## src/rtl/iic_cfg_pkg.sv

```systemverilog
`default_nettype none
// ============================================================================
// Module   : iic_cfg_pkg
// Brief    : Opcodes, table-entry layout and sequencer state encoding.
// Revision : 1.0 - initial release
// ============================================================================
package iic_cfg_pkg;

    localparam int ENTRY_W        = 26;
    localparam int ENTRY_OP_LSB   = 24;
    localparam int ENTRY_ADDR_LSB = 8;
    localparam int ENTRY_DATA_LSB = 0;

    localparam logic [1:0] OP_WRITE = 2'b00;
    localparam logic [1:0] OP_RDCHK = 2'b01;
    localparam logic [1:0] OP_DELAY = 2'b10;
    localparam logic [1:0] OP_END   = 2'b11;

    typedef enum logic [3:0] {
        ST_IDLE   = 4'd0,
        ST_PWRUP  = 4'd1,
        ST_FETCH  = 4'd2,
        ST_ISSUE  = 4'd3,
        ST_WAIT_H = 4'd4,
        ST_WAIT_L = 4'd5,
        ST_DLY    = 4'd6,
        ST_DONE   = 4'd7,
        ST_ERR    = 4'd8
    } cfg_state_e;

    function automatic logic [1:0] entry_op(input logic [ENTRY_W-1:0] e);
        return e[ENTRY_OP_LSB +: 2];
    endfunction

    function automatic logic [7:0] entry_data(input logic [ENTRY_W-1:0] e);
        return e[ENTRY_DATA_LSB +: 8];
    endfunction

endpackage
`default_nettype wire

```

## src/rtl/iic_cfg_sequencer_mstimer.sv

```systemverilog
`default_nettype none
// ============================================================================
// Module   : iic_cfg_sequencer_mstimer
// Brief    : Restartable millisecond tick counter with a target-reached flag.
// Revision : 1.0 - initial release
// ============================================================================
module iic_cfg_sequencer_mstimer #(
    parameter int CLK_FRE = 50_000_000
) (
    input  logic        clk,
    input  logic        rstn,
    input  logic        restart,
    input  logic [15:0] target,
    output logic        expired
);

    localparam int c_TICK_CYCLES = (CLK_FRE / 1000 < 2) ? 2 : CLK_FRE / 1000;
    localparam int c_DIV_W       = $clog2(c_TICK_CYCLES);

    logic [c_DIV_W-1:0] r_div;
    logic [15:0]        r_ms;
    logic               w_tick;

    assign w_tick = (r_div == c_DIV_W'(c_TICK_CYCLES - 1));

    always_ff @(posedge clk or negedge rstn) begin
        if (!rstn) begin
            r_div <= '0;
            r_ms  <= '0;
        end else if (restart) begin
            r_div <= '0;
            r_ms  <= '0;
        end else begin
            r_div <= w_tick ? '0 : r_div + c_DIV_W'(1);
            if (w_tick)
                r_ms <= r_ms + 16'd1;
        end
    end

    // Fires on the tick that completes the last millisecond, so n ms lasts n ticks.
    assign expired = (target == 16'd0) || (w_tick && (r_ms == target - 16'd1));

endmodule
`default_nettype wire

```

## src/rtl/iic_cfg_sequencer.sv

```systemverilog
`default_nettype none
// ============================================================================
// Module   : iic_cfg_sequencer
// Brief    : Table-driven I2C configuration sequencer feeding iic_tx_driver.
// Revision : 1.0 - initial release
// ============================================================================
module iic_cfg_sequencer
    import iic_cfg_pkg::*;
#(
    parameter int         CLK_FRE     = 50_000_000,
    parameter int         ADDR_BYTE   = 1,
    parameter int         IDX_WIDTH   = 8,
    parameter logic [7:0] DEVICE_ID   = 8'h72,
    parameter int         POWERUP_MS  = 10,
    parameter int         AUTO_START  = 1,
    parameter int         ACK_TIMEOUT = 64
) (
    input  logic                   clk,
    input  logic                   rstn,
    input  logic                   cfg_start,
    output logic [IDX_WIDTH-1:0]   cfg_index,
    input  logic [ENTRY_W-1:0]     cfg_entry,
    output logic                   iic_pluse,
    output logic [7:0]             iic_device_id,
    output logic                   iic_w_r,
    output logic [3:0]             iic_byte_len,
    output logic [ADDR_BYTE*8-1:0] iic_addr,
    output logic [7:0]             iic_data_in,
    input  logic                   iic_busy,
    input  logic [7:0]             iic_data_out,
    output logic                   cfg_busy,
    output logic                   cfg_done,
    output logic                   cfg_err,
    output logic [IDX_WIDTH-1:0]   err_index
);

    cfg_state_e           r_state;
    cfg_state_e           w_state_nxt;
    logic [ENTRY_W-1:0]   r_entry;
    logic [IDX_WIDTH-1:0] r_index;
    logic [IDX_WIDTH-1:0] r_err_index;
    logic                 r_done;
    logic                 r_err;
    logic                 r_auto;
    logic [15:0]          r_to_cnt;

    logic w_load_entry, w_index_clr, w_index_inc, w_status_clr;
    logic w_set_done, w_fail, w_abort, w_to_clr, w_to_inc;
    logic w_tmr_restart, w_tmr_expired, w_auto_clr;
    logic w_last, w_rd_miss;
    logic [15:0] w_tmr_target;
    logic w_unused_entry;

    assign w_last    = (r_index == {IDX_WIDTH{1'b1}});
    assign w_rd_miss = (entry_op(r_entry) == OP_RDCHK) && (iic_data_out != entry_data(r_entry));

    assign w_tmr_target = (r_state == ST_PWRUP) ? 16'(POWERUP_MS) : {8'd0, entry_data(r_entry)};

    iic_cfg_sequencer_mstimer #(
        .CLK_FRE (CLK_FRE)
    ) u_mstimer (
        .clk     (clk),
        .rstn    (rstn),
        .restart (w_tmr_restart),
        .target  (w_tmr_target),
        .expired (w_tmr_expired)
    );

    always_ff @(posedge clk or negedge rstn) begin
        if (!rstn)
            r_state <= ST_IDLE;
        else
            r_state <= w_state_nxt;
    end

    always_comb begin
        w_state_nxt   = r_state;
        w_load_entry  = 1'b0;
        w_index_clr   = 1'b0;
        w_index_inc   = 1'b0;
        w_status_clr  = 1'b0;
        w_set_done    = 1'b0;
        w_fail        = 1'b0;
        w_abort       = 1'b0;
        w_to_clr      = 1'b0;
        w_to_inc      = 1'b0;
        w_tmr_restart = 1'b0;
        w_auto_clr    = 1'b0;
        case (r_state)
            ST_IDLE: begin
                if (cfg_start || r_auto) begin
                    w_state_nxt   = ST_PWRUP;
                    w_status_clr  = 1'b1;
                    w_index_clr   = 1'b1;
                    w_tmr_restart = 1'b1;
                    w_auto_clr    = 1'b1;
                end
            end
            ST_PWRUP: begin
                if (w_tmr_expired)
                    w_state_nxt = ST_FETCH;
            end
            ST_FETCH: begin
                w_load_entry = 1'b1;
                case (entry_op(cfg_entry))
                    OP_WRITE, OP_RDCHK: w_state_nxt = ST_ISSUE;
                    OP_DELAY: begin
                        w_state_nxt   = ST_DLY;
                        w_tmr_restart = 1'b1;
                    end
                    default: w_state_nxt = ST_DONE;
                endcase
            end
            ST_ISSUE: begin
                w_to_clr    = 1'b1;
                w_state_nxt = ST_WAIT_H;
            end
            ST_WAIT_H: begin
                w_to_inc = 1'b1;
                // ISSUE plus ACK_TIMEOUT-1 cycles here gives ACK_TIMEOUT cycles of pluse.
                if (iic_busy)
                    w_state_nxt = ST_WAIT_L;
                else if (r_to_cnt == 16'(ACK_TIMEOUT - 2))
                    w_state_nxt = ST_ERR;
            end
            ST_WAIT_L: begin
                if (!iic_busy) begin
                    w_fail = w_rd_miss;
                    if (w_last) begin
                        w_state_nxt = ST_DONE;
                    end else begin
                        w_index_inc = 1'b1;
                        w_state_nxt = ST_FETCH;
                    end
                end
            end
            ST_DLY: begin
                if (w_tmr_expired) begin
                    if (w_last) begin
                        w_state_nxt = ST_DONE;
                    end else begin
                        w_index_inc = 1'b1;
                        w_state_nxt = ST_FETCH;
                    end
                end
            end
            ST_DONE: begin
                w_set_done  = 1'b1;
                w_state_nxt = ST_IDLE;
            end
            ST_ERR: begin
                w_fail      = 1'b1;
                w_abort     = 1'b1;
                w_state_nxt = ST_IDLE;
            end
            default: w_state_nxt = ST_IDLE;
        endcase
    end

    always_ff @(posedge clk or negedge rstn) begin
        if (!rstn) begin
            r_entry     <= '0;
            r_index     <= '0;
            r_err_index <= '0;
            r_done      <= 1'b0;
            r_err       <= 1'b0;
            r_auto      <= (AUTO_START != 0);
            r_to_cnt    <= '0;
        end else begin
            if (w_auto_clr)
                r_auto <= 1'b0;
            if (w_load_entry)
                r_entry <= cfg_entry;
            if (w_index_clr)
                r_index <= '0;
            else if (w_index_inc)
                r_index <= r_index + IDX_WIDTH'(1);
            if (w_to_clr)
                r_to_cnt <= '0;
            else if (w_to_inc)
                r_to_cnt <= r_to_cnt + 16'd1;
            if (w_status_clr) begin
                r_done      <= 1'b0;
                r_err       <= 1'b0;
                r_err_index <= '0;
            end else begin
                if (w_set_done)
                    r_done <= 1'b1;
                if (w_abort)
                    r_done <= 1'b0;
                // Only the first failing entry is recorded.
                if (w_fail) begin
                    r_err <= 1'b1;
                    if (!r_err)
                        r_err_index <= r_index;
                end
            end
        end
    end

    // Transfer fields come straight from the held entry, so they stay put for the whole transfer.
    assign iic_pluse      = (r_state == ST_ISSUE) || (r_state == ST_WAIT_H);
    assign iic_device_id  = DEVICE_ID;
    assign iic_byte_len   = 4'd1;
    assign iic_w_r        = (entry_op(r_entry) != OP_RDCHK);
    assign iic_addr       = r_entry[ENTRY_ADDR_LSB +: ADDR_BYTE*8];
    assign iic_data_in    = entry_data(r_entry);
    assign w_unused_entry = ^r_entry;

    assign cfg_index = r_index;
    assign cfg_busy  = (r_state != ST_IDLE);
    assign cfg_done  = r_done;
    assign cfg_err   = r_err;
    assign err_index = r_err_index;

endmodule
`default_nettype wire

```

## config.mk

```make
export PLATFORM = sky130hd
export DESIGN_NAME = iic_cfg_sequencer
export DESIGN_NICKNAME = d
export VERILOG_FILES = /design/src/rtl/iic_cfg_pkg.sv /design/src/rtl/iic_cfg_sequencer_mstimer.sv /design/src/rtl/iic_cfg_sequencer.sv
export SDC_FILE = /design/constraint.sdc
export NUM_CORES = 1
export LEC_CHECK = 0
export CORE_AREA = 4 4 103 105
export DETAILED_ROUTE_END_ITERATION = 8
export DIE_AREA = 0 0 107 109
export PLACE_DENSITY_LB_ADDON = 0.12
export SLEW_MARGIN = 15
export SYNTH_ARGS = -nofsm -noshare
export SYNTH_HDL_FRONTEND = slang
export SYNTH_SLANG_ARGS = --single-unit
```

## constraint.sdc

```tcl
create_clock -name clk -period 4.15 [get_ports clk]
set_input_delay 1.0375 -clock clk [delete_from_list [all_inputs] [get_ports clk]]
set_output_delay 1.0375 -clock clk [all_outputs]
set_load 0.03 [all_outputs]
```

# Word level (Yosys, flattened, before mapping)
# Cells that the tools add are included.
# totals
in_bits,38
ramBits,0
memories,0
ff_bits,97
latch_bits,0
romBits,0
wordCells,96
output_inout_bits,49
# op_classes
shift,0
muxes,41
magnitude_cmp,0
bitwise_logic,0
n_reduce_logical,17
add_sub_neg,5
n_eq_ne,23
n_div,0
mul,0
# ops
cell,n
$mux W16,6
$add A16 B1 Y16 const B,3
$mux W8,6
$pmux W4 S7,1
$mux W4,6
$mux W1,17
$eq A16 B16 Y1,1
$eq A16 B16 Y1 const B,1
$eq A16 B6 Y1 const B,1
$eq A4 B3 Y1 const B,4
$logic_not A16 Y1,1
$sub A8 B1 Y9 const B,1
$add A8 B1 Y8 const B,1
$eq A4 B2 Y1 const B,2
$eq A8 B8 Y1 const B,1
$ne A2 B1 Y1 const B,4
$ne A8 B8 Y1,1
$reduce_bool A2 Y1,4
$pmux W1 S2,3
$pmux W3 S2,1
$reduce_and A5 Y1,1
$eq A2 B1 Y1 const B,2
$eq A4 B1 Y1 const B,1
$eq A4 B4 Y1 const B,1
other kinds (12),16

# Logic depth before layout (Yosys ltp)
# Gate-level depths: netlist (run 1).
# depth
depth_word,10
mapped_depth,11
depth_no_buf,10

# Cells and area by module
# Synthesis (run 1) repeated with hierarchy kept, for this count alone.
# hier_totals
cells_unflattened,545
hier_area_um2,5255.0
# modules_own_cells
mod,instances,area_each_um2,cells_each,seq_area_each_um2
iic_cfg_sequencer,1,3055.4,299,1427.6
iic_cfg_sequencer_mstimer,1,2199.6,246,800.8

# Worst setup path after synthesis (run 1)
# No wires, ideal clock.
# synth_timing
kind,register to register
start,register r_state[2]
end,register r_state[2]
path_slack_ns,0.765
arrival_time_ns,3.260
period_less_slack_ns,3.385
path_buffers,1
setup_time_ns,0.125
path_stages_with_launch,12
required_ns,4.025
cell_sequence,dfrtp_1 > or4b_1 > buf_2 > nand2_1 > ha_1 > or3b_4 > or4_4 > a41oi_2 > nor3_1 > o211a_1 > o31ai_4 > mux2_4
# synth_via
elab_chain_len,8
word_cells_on_any_way,20
cone_classes,add/sub: 1; eq/ne: 12; mux: 2; reduce/logical: 5
# synth_rtl
element,line,source
from (decl),iic_cfg_sequencer.sv:37,cfg_state_e r_state;
from (signal assigned),iic_cfg_sequencer.sv:73,r_state <= w_state_nxt;
$eq A4 B1 Y1,"iic_cfg_sequencer.sv:57, iic_cfg_sequencer.sv:89",
$mux W8,iic_cfg_sequencer.sv:57,"assign w_tmr_target = (r_state == ST_PWRUP) ? 16'(POWERUP_MS) : {8'd0, entry_data(r_entry)};"
$sub A8 B1 Y9,iic_cfg_sequencer_mstimer.sv:41,assign expired = (target == 16'd0) || (w_tick && (r_ms == target - 16'd1));
$eq A16 B16 Y1,iic_cfg_sequencer_mstimer.sv:41,
$logic_and A1 B1 Y1,iic_cfg_sequencer_mstimer.sv:41,
$logic_or A1 B1 Y1,iic_cfg_sequencer_mstimer.sv:41,
$ne A2 B1 Y1 (no source line),n/a,
$reduce_and A5 Y1 (no source line),n/a,
# Parallel ways exist; a longest one is shown, timed or not.
# A chain may end at the register's enable or synchronous reset.

# Worst setup path in the final report (run 1)
# layout_timing
start,register r_state[0]
end,register r_state[2]
# Same word-level chain as after synthesis.

==> impl_results.md, run 1 <==
- Status: complete, no violations
- Hold Violations, Final: 0
- Global route total overflow: 0
- Slew @ Worst Pin: around 0.75 ns
- Die Width: between 100 and 150 um
- Die ar.: 11660 um2
- Vias: roughly 3800
- Initial antenna violation count: 0
- H-tree levels: 3
- Share of layout cells above drive strength 1: between 10% and 20%
- Worst setup startpoint: r_state[0]
- Final worst path period need: between 3 and 4 ns
- Yosys warning count: 0
- DR WL/cell: 14.67 um
- # rows: 36
- Worst Reg-to-Reg Cells: 10
- Vias per Instance: around 5.4
- Most common cell in the netlist: dfrtp_1
- Hold WS: between 0.4 and 0.5 ns
- Cell taking the most area after synthesis: dfrtp_1
- Max Freq: about 0.28 GHz
- Fin nets: about 610
- All-Layer GR Usage: approximately a fifth
- Area grow syn2layout: 16.69%
- Post-synthesis adder-cell area fraction: 1.494%
- Combinational family with the most area after synthesis: simple AND/OR/NAND/NOR gates
- Port bufs: 66
- Cell area after synthesis: about 5000 um2
- Worst Setup End Kind: flip-flop
- Mux contribution to synthesized area: just under 8%
- Max_slew headroom: approximately half
- DP HPWL: around 7500 um
- Async SR Flop Fraction: 100.0%
- Avg Inst Size Synth: between 9 and 10 um2
- Util after Layout: between 60% and 70%
- Top_reg_cell synth: dfrtp_1
- Clk_lat worst skew: roughly 0.36 ns
- Setup bufs post-CTS: 0
- P_leak: ~0.0026 uW
- RSZ-0062 raised after global routing: no
- Worst Hold Class: reg2reg
- Reg-to-reg endpoint: r_state[2]
- Post-synthesis simple-gate area fraction: a little under a quarter
- Top cells by count, synth: dfrtp_1 (88), nor2_1 (74), nand2_1 (37), xnor2_1 (33), buf_4 (28)
- Synth Register Bits: 89
- Synth Area in XOR/XNOR: 9.514%
- I/O pins: 87
- CP max FO: 13
- R2R setup slack: between 0.5 and 0.6 ns
- Post-cts gate resize count: 0
- Vias in the first global route: 3718
- Clock Tree Root: clkbuf_8
- Overall routed net length: 10360 um
- Crit path launch type: flip-flop
- Initial drt markers: 196
- Post-synth EDFFs: 0
- HP Start: u_mstimer.r_div[0]
- Clk_skew: 0.005911 ns
- Clock sinks: 89
- Pwr/cell area: about 520 nW/um2
- Initial core utilization: 52.12%
- WP data arrival: slightly below 4 ns
- DRC Markers: 0
- Post-Route Setup TNS: 0 ns
- Setup violators final: 0
- Library cells used by synthesis: 57
- CTS tree: yes
- Area contributors post-synth: dfrtp_1 (44%), xnor2_1 (5.8%), nor2_1 (5.5%)
- CP Capture Point: r_state[2]
- Routability cong.: between 0.8 and 0.9
- Max Cap Violations: 0
- Sequential area share after synthesis: between 40 and 50%
- FF-to-FF Start: r_state[0]
- Largest net degree at the start of global routing: 55
- Final critical-path share of the clock period: approximately 87%
- Core footprint: 9639 um2
- Critical Path RT: ~4.4 ns
- Post-synthesis compound-gate area fraction: 6.700%
- Worst-path clk slew: roughly 0.09 ns
- 1st-pass router iterations: 4
- Antenna Violating Nets Remaining: 0
- First-pass GRT wire length: about 18000 um
- Chip height: around 110 um
- Pwr Total: around 3100 uW
- Clock Path Buffers: 2
- CTS Buf Count: 9
- CTS Hold Bufs: 0
- WS Path Type: reg2reg
- Antenna cells: 0
- Top-area cell type share of the netlist area: 43.84%
- Max VDD drop: about 0.00035 V
- Max-slew violation count: 0
- Cells after synthesis: 519
cell type report:
class / instances / area (um2)
Fill cell: 855 / 3777
Multi-Input combinational cell: 377 / 2475
Sequential cell: 89 / 2228
Timing Repair Buffer: 78 / 748.2
Tap cell: 133 / 166.4
Clock buffer: 9 / 123.9
Clock inverter: 6 / 67.56
Inverter: 14 / 52.55
registers in the layout, summed over array words and instances (netlist names):
signal           count
r_entry             18
cfg_done             1
r_auto               1
r_to_cnt            16
u_mstimer.r_div     16
u_mstimer.r_ms      16
err_index            8
cfg_err              1
cfg_index            8
r_state              4
per-stage QoR:
stage	instance area, um2	std cells	setup WS (ns)
4_1_cts	5862	706	0.5672
3_5_place_dp	5670	691	0.5961
3_3_place_gp	5670	691	0.6088
2_1_floorplan	5061	529	0.7652
6_report	5862	706	0.5397
5_1_grt	5862	706	0.3392
logic make-up (layout without fill, tap and decap cells):
family	count (synthesis)	in the layout
AND/OR/NAND/NOR	221	221
AO/OA/AOI/OAI	48	48
flip-flops	89	89
adder cells (fa/ha/maj)	6	6
multiplexers	37	37
XOR/XNOR	53	53
buffers and inverters	63	107
other	2	12
layer usage:
layer / track usage [%] / vias up / part of all wire (%)
met5: 0 / - / 0
met4: 6.301 / 0 / 1.3
met3: 3.138 / 11 / 5.7
met2: 30.17 / 90 / 47
met1: 26.06 / 1834 / 46
li1: - / 1855 / -
report_power, final:
part,internal (uW),switching (uW),total [uW]
registers,1000,185,1190
clock network,278,319,597
logic,577,693,1270
total,1860,1200,3060
critical path, cell delays in order, from the launching register on:
cell and delay [ns]:
dfrtp_1 0.60, or4b_1 0.54, nand2_1 0.10, ha_1 0.17, or3b_4 0.41, or4_4 0.45, a41oi_2 0.21, nor3_1 0.09
o211a_1 0.30, o31ai_4 0.30, mux2_4 0.32
cell usage in the layout (no fill, tap or decap), types with 3 or more instances in the layout:
cell             synthesis  routed
clkdlybuf4s50_1          0      65
nor4_1                   7       7
and4_1                   4       4
nor4bb_1                 3       3
nand2b_1                 9       9
or3_1                    7       7
buf_4                   28      13
conb_1                   2      12
nor3_1                  11      10
o21ai_0                 11      11
nand2_1                 37      37
nand4_1                 10      10
dfrtp_1                 88      88
xor2_1                  19      19
nor2_1                  74      74
mux2i_1                 17      17
o31ai_1                  4       4
clkbuf_8                 0       9
nand3_1                 23      23
mux2_2                  19      19
and3_1                  17      17
o211ai_1                 3       3
nor3b_1                  3       3
a21oi_1                 12      12
inv_1                   14      14
nor2b_1                  3       3
xnor2_1                 33      33
ha_1                     6       6
how the worst min path moves through the flow:
stage,end,slack (ns),depth (start not counted)
after floorplan,u_mstimer.r_div[0],0.43,1
after global placement,u_mstimer.r_div[0],0.44,1
after detailed placement,u_mstimer.r_div[0],0.46,1
after CTS,u_mstimer.r_div[0],0.47,1
after global routing,u_mstimer.r_div[0],0.49,1
final,u_mstimer.r_div[0],0.46,1
(Power assumes the default switching activity.)
==> inputs of run 2 (changes only) <==
SETUP_SLACK_MARGIN = 0.3   (was default)
==> results of run 2 <==
Final layout, timing and power as in run 1 (identical DEF).
==> inputs of run 3 (changes only) <==
CELL_PAD_IN_SITES_DETAIL_PLACEMENT = 1   (was default)
CELL_PAD_IN_SITES_GLOBAL_PLACEMENT = 2   (was default)
CORE_AREA = 4 4 129 131   (was 4 4 103 105)
DIE_AREA = 0 0 133 135   (was 0 0 107 109)
==> run 3 against run 2 <==
Net effect:
- combinational power increased by 4%
- sequential cell count unchanged
- global-route usage decreased by 3.8 points
- utilization decreased by 22 points
- final cell count increased by 12%
- clock skew about the same
- first-iteration DRC count decreased by 49%
- count of clock-buffer cells in the layout increased by 4
- largest cell class unchanged
==> impl_results.md, run 3 (synthesis results as in run 1) <==
- Final worst path period need: 3.605 ns (was 3.610 ns)
- Post-route insts no fill: 791 (was 706)
- DR WL/cell: 16.14 um (was 14.67 um)
- Clock sinks: 89 (unchanged)
- P_leak: 0.002635 uW (was 0.002574 uW)
- CTS Hold Bufs: 0 (unchanged)
- Max Freq: 0.2774 GHz (was 0.2770 GHz)
- Comb pwr share: 39.4% (was 41.6%)
- Share of layout cells above drive strength 1: 10.43% (was 10.30%)
- CTS tree: yes (unchanged)
- Biggest register: r_entry (unchanged)
- Sw frac: 37.91% (was 39.17%)
- FF-to-FF Start: r_state[3] (was r_state[0])
- Vias per Instance: 4.819 (was 5.368)
- Switching Power: 1266 uW (was 1197 uW)
- WS Path Type: reg2reg (unchanged)
- Critical Path RT: 4.39 ns (was 4.40 ns)
- Commonest non-fill, non-tap cell in the layout: dfrtp_1 (unchanged)
- Pwr Total: 3339 uW (was 3055 uW)
- Max-slew violation count: 0 (unchanged)
- RSZ-0062 raised after global routing: no (unchanged)
- Post-Route Setup TNS: 0 ns (unchanged)
- H-tree levels: 3 (unchanged)
- Hold EP: u_mstimer.r_div[0] (unchanged)
- Largest register FFs: 18 (unchanged)
- Clk_lat worst skew: 0.35 ns (was 0.36 ns)
- Most frequent cells in the layout: dfrtp_1 (88), nor2_1 (74), clkdlybuf4s50_1 (65), nand2_1 (37), xnor2_1 (33) (unchanged)
- Clock Tree Root: clkbuf_16 (was clkbuf_8)
- Worst Reg-to-Reg Cells: 10 (unchanged)
- Vias in the first global route: 4184 (was 3718)
- HP Start: u_mstimer.r_div[0] (unchanged)
- Sequential share of power: 35.6% (was 38.9%)
- # rows: 46 (was 36)
- CTS Buf Count: 9 (unchanged)
- Port bufs: 66 (unchanged)
- Overall routed net length: 12770 um (was 10360 um)
- Max_slew headroom: 39.52% (was 50.10%)
- Status: complete, no violations (unchanged)
- Setup bufs post-CTS: 0 (unchanged)
- Core footprint: 15600 um2 (was 9639 um2)
- Initial drt markers: 99 (was 196)
- Worst-path cell chain: or4b_1 -> nand2_1 -> ha_1 -> or3b_4 -> or4_4 -> a41oi_2 -> nor3_1 -> o211a_1 -> o31ai_4 -> mux2_4 (unchanged)
- Largest net degree at the start of global routing: 68 (was 55)
- Area grow syn2layout: 21.07% (was 16.69%)
- Fin nets: 614 (was 613)
- DP HPWL: 9136 um (was 7454 um)
- Chip height: 135 um (was 109 um)
- All-Layer GR Usage: 14.95% (was 18.80%)
- WP data arrival: 3.84 ns (was 3.86 ns)
- Clock Path Buffers: 2 (unchanged)
- Slew @ Worst Pin: 0.9072 ns (was 0.7457 ns)
- Die ar.: 17960 um2 (was 11660 um2)
- R2R setup slack: 0.54 ns (about the same)
- Util after Layout: 38.99% (was 60.81%)
- DRC Markers: 0 (unchanged)
- Hold path depth: 1 (unchanged)
- Initial antenna violation count: 0 (unchanged)
- Crit path launch type: flip-flop (unchanged)
- Hold WS: 0.4649 ns (was 0.4614 ns)
- Pwr/cell area: 549.0 nW/um2 (was 521.2 nW/um2)
- Cell count after placement: 775 (was 691)
- Setup violators final: 0 (unchanged)
- Vias: 3812 (was 3790)
- Crit path max-delay cell type: or4b_1 (was dfrtp_1)
- Max incr delay on CP: 0.58 ns (was 0.60 ns)
- Routability cong.: 0.7547 (was 0.8565)
- Clk_skew: 0.006128 ns (was 0.005911 ns)
- Global route total overflow: 0 (unchanged)
- Die Width: 133 um (was 107 um)
- Final critical-path share of the clock period: 86.87% (was 86.99%)
- Clock network fraction of total power: 25.0% (was 19.5%)
- Initial core utilization: 32.21% (was 52.12%)
- 1st-pass router iterations: 4 (unchanged)
- Max VDD drop: 0.0002326 V (was 0.0003536 V)
- Reg-to-reg endpoint: r_state[2] (unchanged)
- Max Cap Violations: 0 (unchanged)
- Antenna cells: 0 (unchanged)
- Antenna Violating Nets Remaining: 0 (unchanged)
- Worst Setup End Kind: flip-flop (unchanged)
- Hold Violations, Final: 0 (unchanged)
- Worst-path clk slew: 0.07 ns (was 0.09 ns)
- Worst Hold Class: reg2reg (unchanged)
- First-pass GRT wire length: 21510 um (was 17600 um)
- I/O pins: 87 (unchanged)
- CP max FO: 12 (was 13)
- Internal: 2073 uW (was 1858 uW)
-- run 3: cell types whose count changed in the layout (fill, tap and decap cells not counted), sizes merged --
cell,previous run,this run
inv,16,14
clkinv,1,2
clkbuf,9,13
clkinvlp,2,0
buf,13,14
-- run 3: layer usage --
metal / global-route usage, % / wire, um
met1: 19.48 / 6021
met2: 24.77 / 6233
met3: 2.496 / 256
met4: 6.120 / 255
met5: 0 / 0
-- run 3: worst max-delay path by stage --
stage,startpoint,to,slack [ns],cells after the start
after detailed placement,r_state[3],cfg_index[6],0.49,10
after global routing,r_state[3],cfg_index[6],0.38,10
final,r_state[3],r_state[2],0.54,10
after floorplan,r_state[2],r_state[2],0.77,11
after global placement,r_state[3],cfg_index[6],0.58,10
after CTS,r_state[3],cfg_index[6],0.50,10
-- run 3: timing repair --
action | 4_1_cts | 5_1_grt
resized for setup | 0 | 1
endpoints found under the hold margin | 0 | 0
setup endpoints to repair | 0 | 1
-- run 3: area by class of cell --
type                       instances  area [um2]
fill                            1792        9515
multi-input combinational        377        2485
sequential                        89        2228
timing repair buffer              79       755.7
tap                              216       270.3
clock buffer                      13       250.2
inverter                          14       52.55
clock inverter                     3       40.04
-- run 3: metrics by stage --
stage          setup slack (ns)  cell area (um2)
2_1_floorplan            0.7652             5061
3_3_place_gp             0.5777             5787
3_5_place_dp             0.4876             5787
4_1_cts                  0.4957             6077
5_1_grt                  0.3755             6082
6_report                 0.5448             6082
-- run 3: worst max-delay path: cells and delay by family, from the launching register on --
kind,cells,cell delay [ns]
adders and majority gates,1,0.18
and+or+nand+nor,5,1.65
DFF,1,0.52
AOI/OAI and AO/OA,3,0.81
muxes,1,0.33
-- run 3: power groups by stage --
stage | registers [uW] | clock network (uW) | logic (uW)
finish | 1190 | 835 | 1320
global route | 1220 | 896 | 1440
CTS | 1190 | 864 | 1350
detailed placement | 1210 | 0 | 1340
global placement | 1200 | 0 | 1310
floorplan | 1120 | 0 | 1050
